## src/rtl/uno_seq.sv

```systemverilog
// Upstream sequencer for the uno PE: request capture, per-cycle issue control,
// coefficient table and result return. Define UNO_SEQ_PERF_EN to add perf counters.
module uno_seq #(
    parameter int MAC_BW  = 12,
    parameter int TERMS   = 4,
    parameter int MAC_LAT = 1,
    parameter int IDX_W   = 3
) (
    input  logic                  clk,
    input  logic                  rst_n,
    input  logic                  req_valid,
    output logic                  req_ready,
    input  logic [1:0]            req_op,
    input  logic [MAC_BW-1:0]     req_x,
    input  logic [MAC_BW-1:0]     req_y,
    input  logic [2*MAC_BW-1:0]   req_z,
    input  logic                  req_acc,
    input  logic                  cfg_we,
    input  logic [1:0]            cfg_op,
    input  logic [IDX_W-1:0]      cfg_idx,
    input  logic [MAC_BW-1:0]     cfg_data,
    output logic                  cfg_ready,
    output logic [1:0]            uno_op,
    output logic [MAC_BW-1:0]     uno_x,
    output logic [MAC_BW-1:0]     uno_y,
    output logic [2*MAC_BW-1:0]   uno_z,
    output logic [MAC_BW-1:0]     uno_coeff,
    output logic                  uno_first_cycle,
    output logic                  uno_last_cycle,
    output logic                  uno_acc_en,
    output logic                  uno_issue,
    input  logic [2*MAC_BW-1:0]   mac_o,
    output logic                  res_valid,
    input  logic                  res_ready,
    output logic [2*MAC_BW-1:0]   res_data,
    output logic [1:0]            res_op
`ifdef UNO_SEQ_PERF_EN
    ,
    output logic [31:0]           perf_ops,
    output logic [31:0]           perf_busy
`endif
);

    localparam int TAB_D = 4 * (2 ** IDX_W);

    typedef enum logic [1:0] {IDLE, ISSUE, DRAIN, DONE} state_t;

    state_t                state_r, state_s;
    logic [IDX_W-1:0]      cnt_r, cnt_s, cnt_inc_s;
    logic [1:0]            dcnt_r, dcnt_s;
    logic [1:0]            op_r, op_s;
    logic [MAC_BW-1:0]     x_r, x_s, y_r, y_s;
    logic [2*MAC_BW-1:0]   z_r, z_s;
    logic                  acc_r, acc_s;
    logic [MAC_BW-1:0]     coeff_r, coeff_s, coeff_first_s, coeff_next_s;
    logic                  first_r, first_s, last_r, last_s;
    logic                  acc_en_r, acc_en_s, issue_r, issue_s;
    logic                  res_valid_r, res_valid_s;
    logic [2*MAC_BW-1:0]   res_data_r, res_data_s;
    logic [1:0]            res_op_r, res_op_s;
    logic                  req_ready_r, req_ready_s, cfg_ready_r, cfg_ready_s;
    logic                  wr_en_s;
    logic [MAC_BW-1:0]     tab_r [0:TAB_D-1];

    // Coefficient table write qualification and lookups; a same-cycle write is forwarded.
    always_comb begin
        wr_en_s   = cfg_we && cfg_ready_r && ({1'b0, cfg_idx} < (IDX_W+1)'(TERMS));
        cnt_inc_s = cnt_r + IDX_W'(1);
        if (wr_en_s && (cfg_op == req_op) && (cfg_idx == '0)) begin
            coeff_first_s = cfg_data;
        end else begin
            coeff_first_s = tab_r[{req_op, {IDX_W{1'b0}}}];
        end
        coeff_next_s = tab_r[{op_r, cnt_inc_s}];
    end

    // Next-state and next-output logic; all outputs are registered from these values.
    always_comb begin
        state_s     = state_r;
        cnt_s       = cnt_r;
        dcnt_s      = dcnt_r;
        op_s        = op_r;
        x_s         = x_r;
        y_s         = y_r;
        z_s         = z_r;
        acc_s       = acc_r;
        coeff_s     = '0;
        first_s     = 1'b0;
        last_s      = 1'b0;
        acc_en_s    = 1'b0;
        issue_s     = 1'b0;
        res_valid_s = res_valid_r;
        res_data_s  = res_data_r;
        res_op_s    = res_op_r;
        req_ready_s = 1'b0;
        cfg_ready_s = 1'b0;
        case (state_r)
            IDLE: begin
                if (req_valid) begin
                    state_s  = ISSUE;
                    cnt_s    = '0;
                    op_s     = req_op;
                    x_s      = req_x;
                    y_s      = req_y;
                    z_s      = req_z;
                    acc_s    = req_acc;
                    coeff_s  = coeff_first_s;
                    first_s  = 1'b1;
                    last_s   = (req_op == 2'b00);
                    acc_en_s = (req_op == 2'b00) && req_acc;
                    issue_s  = 1'b1;
                end else begin
                    req_ready_s = 1'b1;
                    cfg_ready_s = 1'b1;
                end
            end
            ISSUE: begin
                if (last_r) begin
                    state_s = DRAIN;
                    dcnt_s  = 2'(MAC_LAT - 1);
                end else begin
                    cnt_s   = cnt_inc_s;
                    coeff_s = coeff_next_s;
                    issue_s = 1'b1;
                    last_s  = (cnt_inc_s == IDX_W'(TERMS - 1));
                end
            end
            DRAIN: begin
                if (dcnt_r == 2'd0) begin
                    res_data_s  = mac_o;
                    res_op_s    = op_r;
                    res_valid_s = 1'b1;
                    state_s     = DONE;
                end else begin
                    dcnt_s = dcnt_r - 2'd1;
                end
            end
            DONE: begin
                if (res_ready) begin
                    res_valid_s = 1'b0;
                    state_s     = IDLE;
                    req_ready_s = 1'b1;
                    cfg_ready_s = 1'b1;
                end else begin
                    res_valid_s = 1'b1;
                end
            end
            default: begin
                state_s     = IDLE;
                res_valid_s = 1'b0;
                req_ready_s = 1'b1;
                cfg_ready_s = 1'b1;
            end
        endcase
    end

    // State, operand and output registers.
    always_ff @(posedge clk) begin
        if (!rst_n) begin
            state_r     <= IDLE;
            cnt_r       <= '0;
            dcnt_r      <= 2'd0;
            op_r        <= 2'b00;
            x_r         <= '0;
            y_r         <= '0;
            z_r         <= '0;
            acc_r       <= 1'b0;
            coeff_r     <= '0;
            first_r     <= 1'b0;
            last_r      <= 1'b0;
            acc_en_r    <= 1'b0;
            issue_r     <= 1'b0;
            res_valid_r <= 1'b0;
            res_data_r  <= '0;
            res_op_r    <= 2'b00;
            req_ready_r <= 1'b1;
            cfg_ready_r <= 1'b1;
        end else begin
            state_r     <= state_s;
            cnt_r       <= cnt_s;
            dcnt_r      <= dcnt_s;
            op_r        <= op_s;
            x_r         <= x_s;
            y_r         <= y_s;
            z_r         <= z_s;
            acc_r       <= acc_s;
            coeff_r     <= coeff_s;
            first_r     <= first_s;
            last_r      <= last_s;
            acc_en_r    <= acc_en_s;
            issue_r     <= issue_s;
            res_valid_r <= res_valid_s;
            res_data_r  <= res_data_s;
            res_op_r    <= res_op_s;
            req_ready_r <= req_ready_s;
            cfg_ready_r <= cfg_ready_s;
        end
    end

    // Coefficient table storage, indexed by {op, idx}.
    always_ff @(posedge clk) begin
        if (!rst_n) begin
            for (int i = 0; i < TAB_D; i++) begin
                tab_r[i] <= '0;
            end
        end else if (wr_en_s) begin
            tab_r[{cfg_op, cfg_idx}] <= cfg_data;
        end else begin
            tab_r[{cfg_op, cfg_idx}] <= tab_r[{cfg_op, cfg_idx}];
        end
    end

`ifdef UNO_SEQ_PERF_EN
    logic [31:0] perf_ops_r, perf_busy_r;

    // Saturating completed-op and busy-cycle counters.
    always_ff @(posedge clk) begin
        if (!rst_n) begin
            perf_ops_r  <= 32'd0;
            perf_busy_r <= 32'd0;
        end else begin
            if (res_valid_r && res_ready && (perf_ops_r != 32'hFFFF_FFFF)) begin
                perf_ops_r <= perf_ops_r + 32'd1;
            end
            if ((state_r != IDLE) && (perf_busy_r != 32'hFFFF_FFFF)) begin
                perf_busy_r <= perf_busy_r + 32'd1;
            end
        end
    end

    assign perf_ops  = perf_ops_r;
    assign perf_busy = perf_busy_r;
`endif

    assign req_ready       = req_ready_r;
    assign cfg_ready       = cfg_ready_r;
    assign uno_op          = op_r;
    assign uno_x           = x_r;
    assign uno_y           = y_r;
    assign uno_z           = z_r;
    assign uno_coeff       = coeff_r;
    assign uno_first_cycle = first_r;
    assign uno_last_cycle  = last_r;
    assign uno_acc_en      = acc_en_r;
    assign uno_issue       = issue_r;
    assign res_valid       = res_valid_r;
    assign res_data        = res_data_r;
    assign res_op          = res_op_r;

endmodule

```

## config.mk

```make
export PLATFORM = sky130hd
export DESIGN_NAME = uno_seq
export DESIGN_NICKNAME = d
export VERILOG_FILES = /design/src/rtl/uno_seq.sv
export SDC_FILE = /design/constraint.sdc
export NUM_CORES = 1
export LEC_CHECK = 0
export CELL_PAD_IN_SITES_DETAIL_PLACEMENT = 0
export CELL_PAD_IN_SITES_GLOBAL_PLACEMENT = 2
export CORE_ASPECT_RATIO = 0.75
export CORE_MARGIN = 4
export CORE_UTILIZATION = 37
export DETAILED_ROUTE_END_ITERATION = 10
export GPL_ROUTABILITY_DRIVEN = 0
export GPL_TIMING_DRIVEN = 0
export PLACE_DENSITY = 0.78
export SETUP_SLACK_MARGIN = 0.5
export SYNTH_ARGS = -nofsm -noshare
export SYNTH_HDL_FRONTEND = slang
export SYNTH_SLANG_ARGS = --single-unit
```

## constraint.sdc

```tcl
create_clock -name clk -period 2.4 [get_ports clk]
set_input_delay 0.36 -clock clk [delete_from_list [all_inputs] [get_ports clk]]
set_output_delay 0.36 -clock clk [all_outputs]
set_load 0.01 [all_outputs]
```

Word level (Yosys, flattened, before mapping) --
Memory sizes are Yosys's and may differ from the RTL's. Cells that the tools add are included.
Cells by class: add/sub/neg operators 2, multipliers 0, div/mod/pow operators 0, magnitude comparators 1, equality and inequality tests 12, shift-type cells 0, mux-type cells 38, bitwise operators 1, reductions and logical operators 22
Operators by type and width (count):
- $mux W12 | 5
- $pmux W12 S2 | 1
- $mux W1 | 16
- $mux W2 | 6
- $ne A2 B2 Y1 const B | 6
- $reduce_or A12 Y1 | 1
- $reduce_and A2 Y1 | 5
- $reduce_and A3 Y1 | 3
- $pmux W1 S2 | 4
- $pmux W2 S4 | 1
- $logic_not A2 Y1 | 3
- $mux W3 | 2
- $pmux W3 S2 | 1
- $reduce_bool A2 Y1 | 3
- $logic_and A1 B1 Y1 | 5
- $mux W5 | 1
- $eq A2 B2 Y1 const B | 2
- $pmux W2 S2 | 1
- $reduce_and A4 Y1 | 1
- $add A3 B1 Y3 const B | 1
- $eq A3 B2 Y1 const B | 1
- $logic_not A3 Y1 | 1
- $lt A3 B3 Y1 const B | 1
- $eq A2 B1 Y1 const B | 1
- other kinds (4) | 4
Storage, ports and cells: register bits 101, bits in latches 0, RAM bits 384, memory bits (read-only) 0, input port bits 97, output and inout bits 95, logic and storage cells 93, memories 1
Memory list:
- tab_r | depth 32, width 12, read ports 2, clocked after memory_dff 0, wr ports 32, line 63 | logic [MAC_BW-1:0] tab_r [0:TAB_D-1];

Depth between registers and ports, before layout --
Gate-level depths: netlist (run 1).
depth in word-level cells 9, gate-level depth with buffers 11, gate-level depth less buffers 6

Worst setup path before layout (run 1) --
Ideal clock, no wire load.
path kind reg-to-reg, start point reg cnt_r[0], end point reg coeff_r[4], in the netlist uno_coeff[4], setup time 0.088 ns, arrival 2.286 ns, required time 2.312 ns, setup slack 0.026 ns, stages on the path, launching flop included 11, buffers on the path 4, clock period less this slack 2.374 ns, cell sequence dfxtp_1 > buf_2 > buf_2 > inv_1 > ha_1 > buf_2 > clkbuf_1 > mux4_2 > nand2_1 > a32o_1 > o32ai_2
Between the ends: cells in the longest elaborated chain, start to end 4
Ends and longest elaborated chain:
- start: declaration | line 49 | logic [IDX_W-1:0] cnt_r, cnt_s, cnt_inc_s;
- start signal: assignment | line 180 | cnt_r <= cnt_s;
- $add A3 B1 Y3 | line 68 | cnt_inc_s = cnt_r + IDX_W'(1);
- $mem_v2 Z32 W12
- $mux W12 | line 118 | if (last_r) begin
- $pmux W12 S2 | line 97 | case (state_r)
- end signal: assignment | line 187 | coeff_r <= coeff_s;
- end: declaration | line 55 | logic [MAC_BW-1:0] coeff_r, coeff_s, coeff_first_s, coeff_next_s;
Every way passes these cells. A chain may end at the register's enable or synchronous reset.

Worst setup path in the final report (run 1) --
start point reg cnt_r[0], end point reg coeff_r[1], in the netlist uno_coeff[1]
Same word-level chain as after synthesis.

==> results of run 1 <==
==> cells in the mapped netlist (2+ instances only) <==
library cell and instances:
sky130_fd_sc_hd__nor3_1 2, sky130_fd_sc_hd__edfxtp_1 384, sky130_fd_sc_hd__o32ai_1 5, sky130_fd_sc_hd__buf_4 6, sky130_fd_sc_hd__nor2_1 31, sky130_fd_sc_hd__and2_1 197
sky130_fd_sc_hd__clkbuf_1 72, sky130_fd_sc_hd__and3_1 13, sky130_fd_sc_hd__inv_1 23, sky130_fd_sc_hd__or3b_2 2, sky130_fd_sc_hd__nand2_1 212, sky130_fd_sc_hd__mux4_2 108
sky130_fd_sc_hd__ha_1 7, sky130_fd_sc_hd__o221ai_1 13, sky130_fd_sc_hd__dfxtp_1 101, sky130_fd_sc_hd__o32ai_2 7, sky130_fd_sc_hd__a32o_1 12, sky130_fd_sc_hd__buf_1 5
sky130_fd_sc_hd__a21oi_1 80, sky130_fd_sc_hd__xnor2_1 2, sky130_fd_sc_hd__nand3b_1 3, sky130_fd_sc_hd__nor2b_1 5, sky130_fd_sc_hd__buf_6 2, sky130_fd_sc_hd__o21ai_0 22
sky130_fd_sc_hd__mux2i_1 25, sky130_fd_sc_hd__buf_2 17
==> power breakdown <==
group	switching, mW	internal [mW]
logic	3.40	2.91
clock network	3.18	4.47
registers	0.329	9.82
total	6.91	17.2
==> flip-flops by register name, summed over array words and instances (netlist names) <==
| register | cells |
|---|---|
| cfg_ready | 1 |
| cnt_r | 3 |
| uno_last_cycle | 1 |
| uno_acc_en | 1 |
| uno_x | 12 |
| uno_issue | 1 |
| uno_first_cycle | 1 |
| uno_op | 2 |
| state_r | 2 |
| res_valid | 1 |
| res_op | 2 |
| uno_y | 12 |
| uno_z | 24 |
| uno_coeff | 12 |
| dcnt_r | 2 |
| res_data | 24 |
| tab_r | 384 |
==> placed cells by master, fill, tap and decap left out, types with 8 or more instances in the layout <==
cell type / instances
sky130_fd_sc_hd__and2_1: 196
sky130_fd_sc_hd__clkbuf_16: 52
sky130_fd_sc_hd__a32o_2: 9
sky130_fd_sc_hd__o32ai_4: 8
sky130_fd_sc_hd__nor2_1: 25
sky130_fd_sc_hd__a21oi_1: 80
sky130_fd_sc_hd__dlygate4sd2_1: 12
sky130_fd_sc_hd__clkdlybuf4s50_1: 172
sky130_fd_sc_hd__mux4_2: 108
sky130_fd_sc_hd__clkbuf_4: 10
sky130_fd_sc_hd__and3_1: 10
sky130_fd_sc_hd__edfxtp_1: 384
sky130_fd_sc_hd__buf_4: 30
sky130_fd_sc_hd__clkbuf_1: 35
sky130_fd_sc_hd__conb_1: 192
sky130_fd_sc_hd__mux2i_1: 16
sky130_fd_sc_hd__dfxtp_1: 95
sky130_fd_sc_hd__clkbuf_2: 34
sky130_fd_sc_hd__nand2_1: 206
sky130_fd_sc_hd__buf_6: 11
sky130_fd_sc_hd__clkbuf_8: 9
sky130_fd_sc_hd__buf_2: 14
sky130_fd_sc_hd__o21ai_4: 15
sky130_fd_sc_hd__inv_1: 22
sky130_fd_sc_hd__buf_12: 17
==> critical path: cells and delay by family, from the launching register on <==
kind | cells | cell delay [ps]
muxes | 2 | 630
buffers and inverters | 5 | 570
DFF | 1 | 360
AOI/OAI and AO/OA | 2 | 340
adders and majority gates | 1 | 260
==> timing repair <==
item	CTS	global route
endpoints found under the setup margin	683	281
setup buffers	24	6
pin swaps	27	19
gates resized for setup	159	80
==> logic make-up after synthesis <==
logic type      synth area share, %
flops                          66.9
simple gates                   11.6
compound gates                 4.85
mux                            13.2
buf+inv                        2.61
fa+ha+maj                     0.432
xor+xnor                      0.303
other cells                  0.0185
==> worst min path at each step <==
stage / from / to / slack (ps) / depth (start not counted)
4_1_cts: req_y[8] / uno_y[8] / 290 / 3
5_1_grt: req_y[5] / uno_y[5] / 320 / 3
3_3_place_gp: uno_z[0] / uno_z[0] / 440 / 2
3_5_place_dp: uno_z[3] / uno_z[3] / 450 / 2
6_report: mac_o[12] / res_data[12] / 330 / 3
2_1_floorplan: dcnt_r[0] / dcnt_r[0] / 470 / 2
==> layout make-up <==
type	instances	area, um2
multi-input combinational	956	7530
buffer	102	721
sequential	485	13600
timing repair buffer	229	2340
tap	712	891
clock buffer	73	1400
fill	4580	26900
inverter	23	91.3
clock inverter	18	189
==> through the flow <==
stage / setup slack [ps] / instances / TNS (ps) / area, um2 / hold WS (ps)
6_report: 69.8 / 2598 / 0 / 26700 / 330
5_1_grt: 32.6 / 2598 / 0 / 26700 / 320
3_5_place_dp: -1150 / 2477 / -319350 / 24000 / 447
2_1_floorplan: 195 / 1566 / 0 / 21100 / 472
4_1_cts: 98.0 / 2592 / 0 / 26500 / 288
3_3_place_gp: -1630 / 2467 / -384410 / 23900 / 442
==> per-layer routing <==
| layer | track usage, % | routed length (um) | vias up | part of all wire [%] |
|---|---|---|---|---|
| met5 | 0 | 0 | - | 0 |
| met4 | 5.15 | 1320 | 0 | 2.4 |
| met3 | 4.48 | 4650 | 79 | 8.3 |
| met2 | 28.7 | 24600 | 446 | 44 |
| met1 | 28.3 | 25600 | 6270 | 46 |
| li1 | - | - | 5842 | - |
==> flow_summary_export.csv, run 1 <==
group,metric,value,unit
worst_setup_path,timing.critical_path.fanout_max,10,
worst_setup_path,worst_path_most_repeated_cell,"sky130_fd_sc_hd__buf_12",
finish,finalNetCount,1951,
synth,synth_area_leaders,"sky130_fd_sc_hd__edfxtp_1, sky130_fd_sc_hd__mux4_2, sky130_fd_sc_hd__dfxtp_1",
clock_network,worst_skew_pair.late_latency,580,ps
worst_setup_path,worst_r2r_startpoint,"cnt_r[0]",
sta,hold_viol,0,
sta,clock-skew-final,16.4,ps
sta,setup_viol,0,
min_path,min-delay-path-class,"input port to flop",
route,drtAntennaViolNets,0,
floorplanning,floorplan.die.width,278,um
clock_network,cts_sinks,485,
worst_setup_path,worst_setup_path_startpoint,"cnt_r[0]",
synth,ys_warn_count,0,
worst_setup_path,worst-setup-path-type,"flop to flop",
synth,synth_seq_area_share,66.9,%
global_route,overflow,0,
finish,fraction_of_final_layout_cells_sized_beyond_drive_strength_1,20.7,%
global_route,antenna_found_initial,2,
status,outcome,"finished, final reports clean",
synth,yosys_register_bits,485,
sta,finalMaxSlewViolations,0,
clock_network,htreeDepth,2,
synth,synth_flop_cell,"sky130_fd_sc_hd__edfxtp_1",
synth,post_synth_num_cell_types,45,
sta,slew_headroom,41.8,%
worst_setup_path,worst_setup_path_end_kind,"flop",
worst_setup_path,slack_of_the_worst_reg_to_reg_path,70,ps
synth,netlist.area_leader.share,56.9,%
clock_network,tritoncts,"yes",
sta,worst_pin_slew,873,ps
pwr,vdd_drop_max,0.476,mV
route,average_wire_length_per_cell_after_detail_routing,21.6,um
worst_setup_path,critPathCapture,"uno_coeff[1]",
floorplanning,row_count,73,
worst_setup_path,arrival,2760,ps
worst_setup_path,reg2reg_to,"uno_coeff[1]",
global_route,gr-usage-all-layers,19.2,%
finish,n_antenna_cell,0,
worst_setup_path,cp_slowest_stage_delay,380,ps
route,wirelength,56.2,mm
route,vias,12600,
place,io_buffers,189,
route,drt_pre_antenna_iters,5,
place,detailedPlacementHpwl,41.2,mm
floorplanning,effective_utilization_at_floorplan,37.8,%
floorplanning,core_region_area,0.0536,mm2
worst_setup_path,ff2ff_path_depth,10,
clock_network,clkTransAtPathRegs,60,ps
route,drt-vias-per-instance,4.86,
route,drc,0,
sta,period_needed,2330,ps
pwr,power.density_cell_area,902,mW/mm2
global_route,grt_pass1_vias,12700,
clock_network,tritoncts.num_buffers,50,
worst_setup_path,ordered_cell_list_for_the_critical_path,"buf_12, buf_12, inv_6, ha_4, buf_12, clkbuf_16, mux4_2, mux2i_4, a32o_2, o32ai_4",
synth,post_synth_instance_area,0.0203,mm2
sta,fmax,429,MHz
floorplanning,design.die.area,0.0586,mm2
pwr,total_power,24.1,mW
finish,area_delta_synth_final,31.9,%
clock_network,cts.path.max_buffers,3,
synth,synth-async-reset-ratio,0,%
global_route,grt_start_max_net_pins,22,
route,drt_iter0_drc,1123,
finish,final_util,49.8,%
synth,syn-instance-count,1375,
pwr,power.static_leakage,9.93,nW
worst_setup_path,cp_data_required_time,2830,ps
clock_network,hold_buffer_count_at_cts,0,
sta,grt_setup_unrepaired,"true",
synth,synthesis.area_per_instance,14.7,um2
floorplanning,die_height,211,um
synth,synthDominantAreaCellType,"sky130_fd_sc_hd__edfxtp_1",
floorplanning,ioPinCount,192,
synth,synth_edf_count,384,
clock_network,clock-root-buffer,"sky130_fd_sc_hd__clkbuf_16",
global_route,first_pass_grt_wire_length,83.4,mm
flow_run,drv_cap,0,
worst_setup_path,critical-path-slowest-cell,"sky130_fd_sc_hd__mux4_2",
sta,post-route-period-util,97.1,%
worst_setup_path,start_kind,"flop",
Power figures use the tool's default switching activity.
==> inputs of run 2 (changes only) <==
Settings changed: CORE_UTILIZATION 37 to 41, DONT_BUFFER_PORTS set to 1, PLACE_DENSITY 0.78 to 0.77.
==> run 2 against run 1 <==
Effect of this change: critical path depth unchanged; final cell count is 6.7% lower; global-route usage rose by 1.6 points; highest routed layer unchanged; wire length down 0.88%; critical path type unchanged; largest power group unchanged.
==> flow_summary_export.csv, run 2 (synthesis gave the netlist of run 1 again) <==
group,metric,value,unit
worst_setup_path,arrival,2730,ps
sta,worst_pin_slew,852,ps
finish,n_antenna_cell,0,
global_route,overflow,0,
worst_setup_path,ff2ff_path_depth,10,
route,drc,0,
place,io_buffers,0,
clock_network,cts_sinks,485,
sta,finalMaxSlewViolations,0,
pwr,vdd_drop_max,0.569,mV
global_route,grt_start_max_net_pins,22,
clock_network,tritoncts.num_buffers,49,
route,drt-vias-per-instance,5.06,
finish,area_delta_synth_final,25.6,%
route,vias,12300,
global_route,first_pass_grt_wire_length,82.1,mm
place,detailedPlacementHpwl,39.6,mm
route,drtAntennaViolNets,0,
worst_setup_path,worst_r2r_startpoint,"cnt_r[0]",
place,post-place-ws,-568,ps
sta,post-route-period-util,96.1,%
min_path,hold_path_depth,2,
floorplanning,design.die.area,0.0531,mm2
finish,layout.cells.non_filler,2425,
sta,slew_headroom,43.2,%
sta,final.setup.worst_slack,92.6,ps
floorplanning,ioPinCount,192,
place,dpl.cell_count,2225,
sta,clock-skew-final,23.2,ps
pwr,power.static_leakage,9.41,nW
floorplanning,floorplan.die.width,265,um
sta,hold_viol,0,
finish,flip_flop_count_of_the_largest_register_after_layout,384,
min_path,hold_path_sink,"uno_coeff[7]",
worst_setup_path,slack_of_the_worst_reg_to_reg_path,90,ps
route,drt_pre_antenna_iters,5,
clock_network,clock-root-buffer,"sky130_fd_sc_hd__clkbuf_16",
route,drt_iter0_drc,998,
finish,fraction_of_final_layout_cells_sized_beyond_drive_strength_1,20.9,%
clock_network,worst_skew_pair.late_latency,590,ps
status,outcome,"finished, final reports clean",
place,place_area,0.0221,mm2
clock_network,htreeDepth,2,
floorplanning,core_region_area,0.0488,mm2
min_path,worst_hold_startpoint,"cfg_data[7]",
route,wirelength,55.7,mm
worst_setup_path,reg2reg_to,"uno_coeff[11]",
worst_setup_path,start_kind,"flop",
worst_setup_path,cp_data_required_time,2820,ps
finish,finalNetCount,1843,
pwr,total_power,23.1,mW
sta,grt_setup_unrepaired,"true",
clock_network,clkTransAtPathRegs,60,ps
sta,period_needed,2310,ps
finish,layout.cell_area.non_filler,0.0254,mm2
finish,final_util,52.1,%
floorplanning,effective_utilization_at_floorplan,41.5,%
flow_run,drv_cap,0,
floorplanning,die_height,200,um
floorplanning,row_count,70,
finish,most_common_cell_after_layout_fill_and_taps_aside,"sky130_fd_sc_hd__edfxtp_1",
finish,largest-register,"tab_r",
finish,most_used_cells_in_the_layout_excluding_fill_and_tap_cells,"sky130_fd_sc_hd__edfxtp_1, sky130_fd_sc_hd__nand2_1, sky130_fd_sc_hd__and2_1",
min_path,min-delay-path-class,"input port to flop",
worst_setup_path,worst-setup-path-type,"flop to flop",
clock_network,cts.path.max_buffers,3,
global_route,gr-usage-all-layers,20.8,%
global_route,grt_pass1_vias,12500,
sta,setup_viol,0,
worst_setup_path,worst_setup_path_end_kind,"flop",
pwr,power.density_cell_area,909,mW/mm2
sta,fmax,433,MHz
route,average_wire_length_per_cell_after_detail_routing,23.0,um
global_route,antenna_found_initial,1,
worst_setup_path,timing.critical_path.fanout_max,8,
clock_network,tritoncts,"yes",
[run 2: where the power goes]
part / switching [mW] / internal, mW
clock network: 3.21 / 4.10
registers: 0.568 / 9.82
logic: 3.03 / 2.39
total: 6.81 / 16.3
[run 2: layout make-up]
type                            count  area, um2
Buffer                            102        703
Clock buffer                       73       1380
Clock inverter                     16        128
Fill cell                        4081      23300
Inverter                           23       88.8
Multi-Input combinational cell    956       7510
Sequential cell                   485      13600
Tap cell                          648        811
Timing Repair Buffer              122       1250
[run 2: critical path, cell delays in order, from the launching register on]
cell and delay, ps:
sky130_fd_sc_hd__dfxtp_2 360, sky130_fd_sc_hd__buf_12 120, sky130_fd_sc_hd__buf_12 100, sky130_fd_sc_hd__inv_4 30
sky130_fd_sc_hd__ha_4 260, sky130_fd_sc_hd__buf_12 150, sky130_fd_sc_hd__buf_12 140, sky130_fd_sc_hd__buf_12 140
sky130_fd_sc_hd__mux4_2 420, sky130_fd_sc_hd__o221ai_4 270, sky130_fd_sc_hd__o32ai_4 140
[run 2: worst max path at each step]
stage                           from             to  slack, ps
after floorplan           cfg_idx[2]    tab_r[1][0]        200
after global placement     cfg_ready   tab_r[27][9]      -1170
after detailed placement       rst_n   tab_r[16][9]       -570
after CTS                   cnt_r[0]   uno_coeff[1]         80
after global routing        cnt_r[0]   uno_coeff[0]         20
final                       cnt_r[0]  uno_coeff[11]         90
[run 2: repair_timing]
item | 4_1_cts | 5_1_grt
hold buffers | 86 | 0
gates resized for setup | 124 | 72
endpoints found under the setup margin | 515 | 282
endpoints found under the hold margin | 147 | 0
pin swaps | 15 | 9
cloned | 0 | 1
setup buffers | 21 | 3
[run 2: through the flow]
stage	hold WS [ps]	TNS (ps)
final	60.7	0
after CTS	38.8	0
after detailed placement	497	-77760
after global routing	55.4	0
after global placement	484	-185340
after floorplan	472	0
[run 2: metal layers]
metal	vias up	global-route usage (%)	wire length, um
met4	0	5.37	1230
met1	6133	30.0	24700
li1	5632	-	-
met5	-	0	0
met2	415	32.0	25300
met3	80	4.89	4390
==> inputs of run 3 (changes only) <==
Settings changed: CORE_UTILIZATION 41 to 37, DONT_BUFFER_PORTS 1 to unset, PLACE_DENSITY 0.77 to unset, PLACE_DENSITY_LB_ADDON set to 0.1.
==> run 3 against run 2 <==
Effect of this change: largest cell class unchanged; critical path type unchanged; register-to-register slack got worse by 50 ps; fmax decreased by 2.1%; critical path depth did not move; cell area increased by 6.6%; wire length rose by 5.9%.
==> flow_summary_export.csv, run 3 (synthesis gave the netlist of run 1 again) <==
group,metric,value,unit
sta,slew_headroom,37.2,%
pwr,power.static_leakage,10.1,nW
sta,hold_viol,0,
floorplanning,die_height,211,um
sta,worst_pin_slew,942,ps
place,detailedPlacementHpwl,43.0,mm
route,dr_wl_met2,25.3,mm
clock_network,cts.path.max_buffers,3,
finish,fillCellCount,4637,
pwr,intPower,17.2,mW
place,io_buffers,189,
clock_network,tritoncts,"yes",
finish,area_delta_synth_final,33.8,%
global_route,antenna_found_initial,1,
worst_setup_path,critPathTopFamily,"multiplexers",
place,post-place-ws,-989,ps
worst_setup_path,timing.critical_path.fanout_max,8,
finish,final_util,50.6,%
pwr,switching_share,29.2,%
finish,flip_flop_count_of_the_largest_register_after_layout,384,
global_route,first_pass_grt_wire_length,85.6,mm
finish,largest-register,"tab_r",
worst_setup_path,worst-setup-path-type,"flop to flop",
worst_setup_path,worst_setup_path_end_kind,"flop",
route,met1_length,28.4,mm
worst_setup_path,arrival,2770,ps
floorplanning,floorplan.die.width,278,um
clock_network,clock-root-buffer,"sky130_fd_sc_hd__clkbuf_16",
worst_setup_path,cp_slowest_stage_delay,370,ps
place,place_area,0.0240,mm2
sta,clock-skew-final,17.7,ps
route,average_wire_length_per_cell_after_detail_routing,22.4,um
route,vias,12700,
floorplanning,row_count,73,
sta,finalMaxSlewViolations,0,
worst_setup_path,ordered_cell_list_for_the_critical_path,"buf_12, buf_12, inv_4, ha_4, buf_12, clkbuf_16, mux4_2, mux2i_4, a32o_2, o32ai_4",
finish,multiInputGateArea,0.00760,mm2
route,wirelength,59.0,mm
pwr,total_power,24.3,mW
clock_network,htreeDepth,2,
sta,final.setup.worst_slack,44.2,ps
route,drtAntennaViolNets,0,
floorplanning,design.die.area,0.0586,mm2
finish,finalNetCount,1989,
pwr,power.density_cell_area,896,mW/mm2
worst_setup_path,path_buf_inv,5,
min_path,min-delay-path-class,"input port to flop",
global_route,grt_start_max_net_pins,22,
route,drt_iter0_drc,1106,
worst_setup_path,start_kind,"flop",
min_path,worst_hold_startpoint,"mac_o[1]",
route,drt-vias-per-instance,4.81,
finish,area.sequential,0.0136,mm2
worst_setup_path,worst_path_most_repeated_cell,"sky130_fd_sc_hd__buf_12",
clock_network,cts_sinks,485,
sta,post-route-period-util,98.2,%
route,amount_of_wire_on_met3_after_detailed_routing,4.14,mm
pwr,vdd_drop_max,0.543,mV
sta,period_needed,2360,ps
route,drc,0,
pwr,clkPwrFrac,31.2,%
finish,fraction_of_final_layout_cells_sized_beyond_drive_strength_1,22.5,%
floorplanning,effective_utilization_at_floorplan,37.8,%
sta,setup_viol,0,
flow_run,drv_cap,0,
worst_setup_path,critical-path-slowest-cell,"sky130_fd_sc_hd__mux4_2",
finish,most_common_cell_after_layout_fill_and_taps_aside,"sky130_fd_sc_hd__edfxtp_1",
clock_network,tritoncts.num_buffers,51,
floorplanning,ioPinCount,192,
route,drt_pre_antenna_iters,5,
pwr,power.sequential.fraction,41.7,%
clock_network,hold_buffer_count_at_cts,0,
finish,most_used_cells_in_the_layout_excluding_fill_and_tap_cells,"sky130_fd_sc_hd__edfxtp_1, sky130_fd_sc_hd__nand2_1, sky130_fd_sc_hd__and2_1",
sta,fmax,424,MHz
finish,layout.cell_area.non_filler,0.0271,mm2
clock_network,clkTransAtPathRegs,60,ps
sta,grt_setup_unrepaired,"true",
route,top_layer_used,"met4",
worst_setup_path,worst_r2r_startpoint,"cnt_r[0]",
pwr,power.combinational.fraction,27.1,%
global_route,gr-usage-all-layers,19.9,%
clock_network,worst_skew_pair.late_latency,590,ps
worst_setup_path,cp_data_required_time,2810,ps
worst_setup_path,worst_setup_path_startpoint,"cnt_r[0]",
floorplanning,core_region_area,0.0536,mm2
status,outcome,"finished, final reports clean",
pwr,switchingPower,7.09,mW
global_route,overflow,0,
global_route,grt_pass1_vias,12600,
run 3: cell count changes in the layout (fill, tap and decap cells not counted), sizes merged, moves of 7 or more:
cell / change
buf: +49
dlymetal6s2s: +7
clkdlybuf4s50: +173
clkbuf: -14
dlygate4sd3: -86
dlygate4sd2: +8
run 3: stage by stage:
step | instances | hold slack [ps] | TNS (ps)
5_1_grt | 2633 | 313 | 0
3_3_place_gp | 2467 | 442 | -363820
2_1_floorplan | 1566 | 472 | 0
6_report | 2634 | 323 | 0
3_5_place_dp | 2477 | 446 | -261500
4_1_cts | 2594 | 286 | 0
run 3: repair_timing:
action	CTS	global route
gates resized for setup	154	135
cloned	1	3
endpoints found under the hold margin	0	0
setup endpoints to repair	649	341
pin swaps	22	12
setup buffers	27	36
run 3: path summary, 6_finish.rpt:
check / end / slack, ps / cells after the start
setup / recovery: uno_coeff[0] / 40 / 10
hold reg to reg: res_data[2] / 450 / 2
hold / removal: res_data[1] / 320 / 3
setup reg to reg: uno_coeff[0] / 40 / 10
run 3: area by class of cell:
class / instances / area share [%]
Timing Repair Buffer: 266 / 9.81
Clock inverter: 24 / 0.799
Antenna cell: 1 / 0.00923
Sequential cell: 485 / 50.0
Clock buffer: 65 / 4.94
Tap cell: 712 / 3.29
Buffer: 102 / 2.75
Inverter: 23 / 0.328
Multi-Input combinational cell: 956 / 28.0
run 3: layer usage:
| layer | vias up | track usage (%) |
|---|---|---|
| met5 | - | 0 |
| met4 | 0 | 4.49 |
| met3 | 70 | 5.05 |
| met2 | 336 | 28.7 |
| met1 | 6335 | 30.3 |
| li1 | 5916 | - |
run 3: worst register-to-register path, stage by stage (launching register included):
cell                        delay [ps]
sky130_fd_sc_hd__dfxtp_2           350
sky130_fd_sc_hd__buf_12            120
sky130_fd_sc_hd__buf_12             90
sky130_fd_sc_hd__inv_4              30
sky130_fd_sc_hd__ha_4              260
sky130_fd_sc_hd__buf_12            150
sky130_fd_sc_hd__clkbuf_16         170
sky130_fd_sc_hd__mux4_2            370
sky130_fd_sc_hd__mux2i_4           290
sky130_fd_sc_hd__a32o_2            250
sky130_fd_sc_hd__o32ai_4           110
run 3: power groups by stage:
stage | combinational [mW] | sequential [mW] | clock, mW
after detailed placement | 5.78 | 10.3 | 0
final | 6.59 | 10.1 | 7.57
after global routing | 7.03 | 10.2 | 8.16
after floorplan | 3.16 | 10.4 | 0
after global placement | 5.76 | 10.3 | 0
after CTS | 6.44 | 10.1 | 7.79
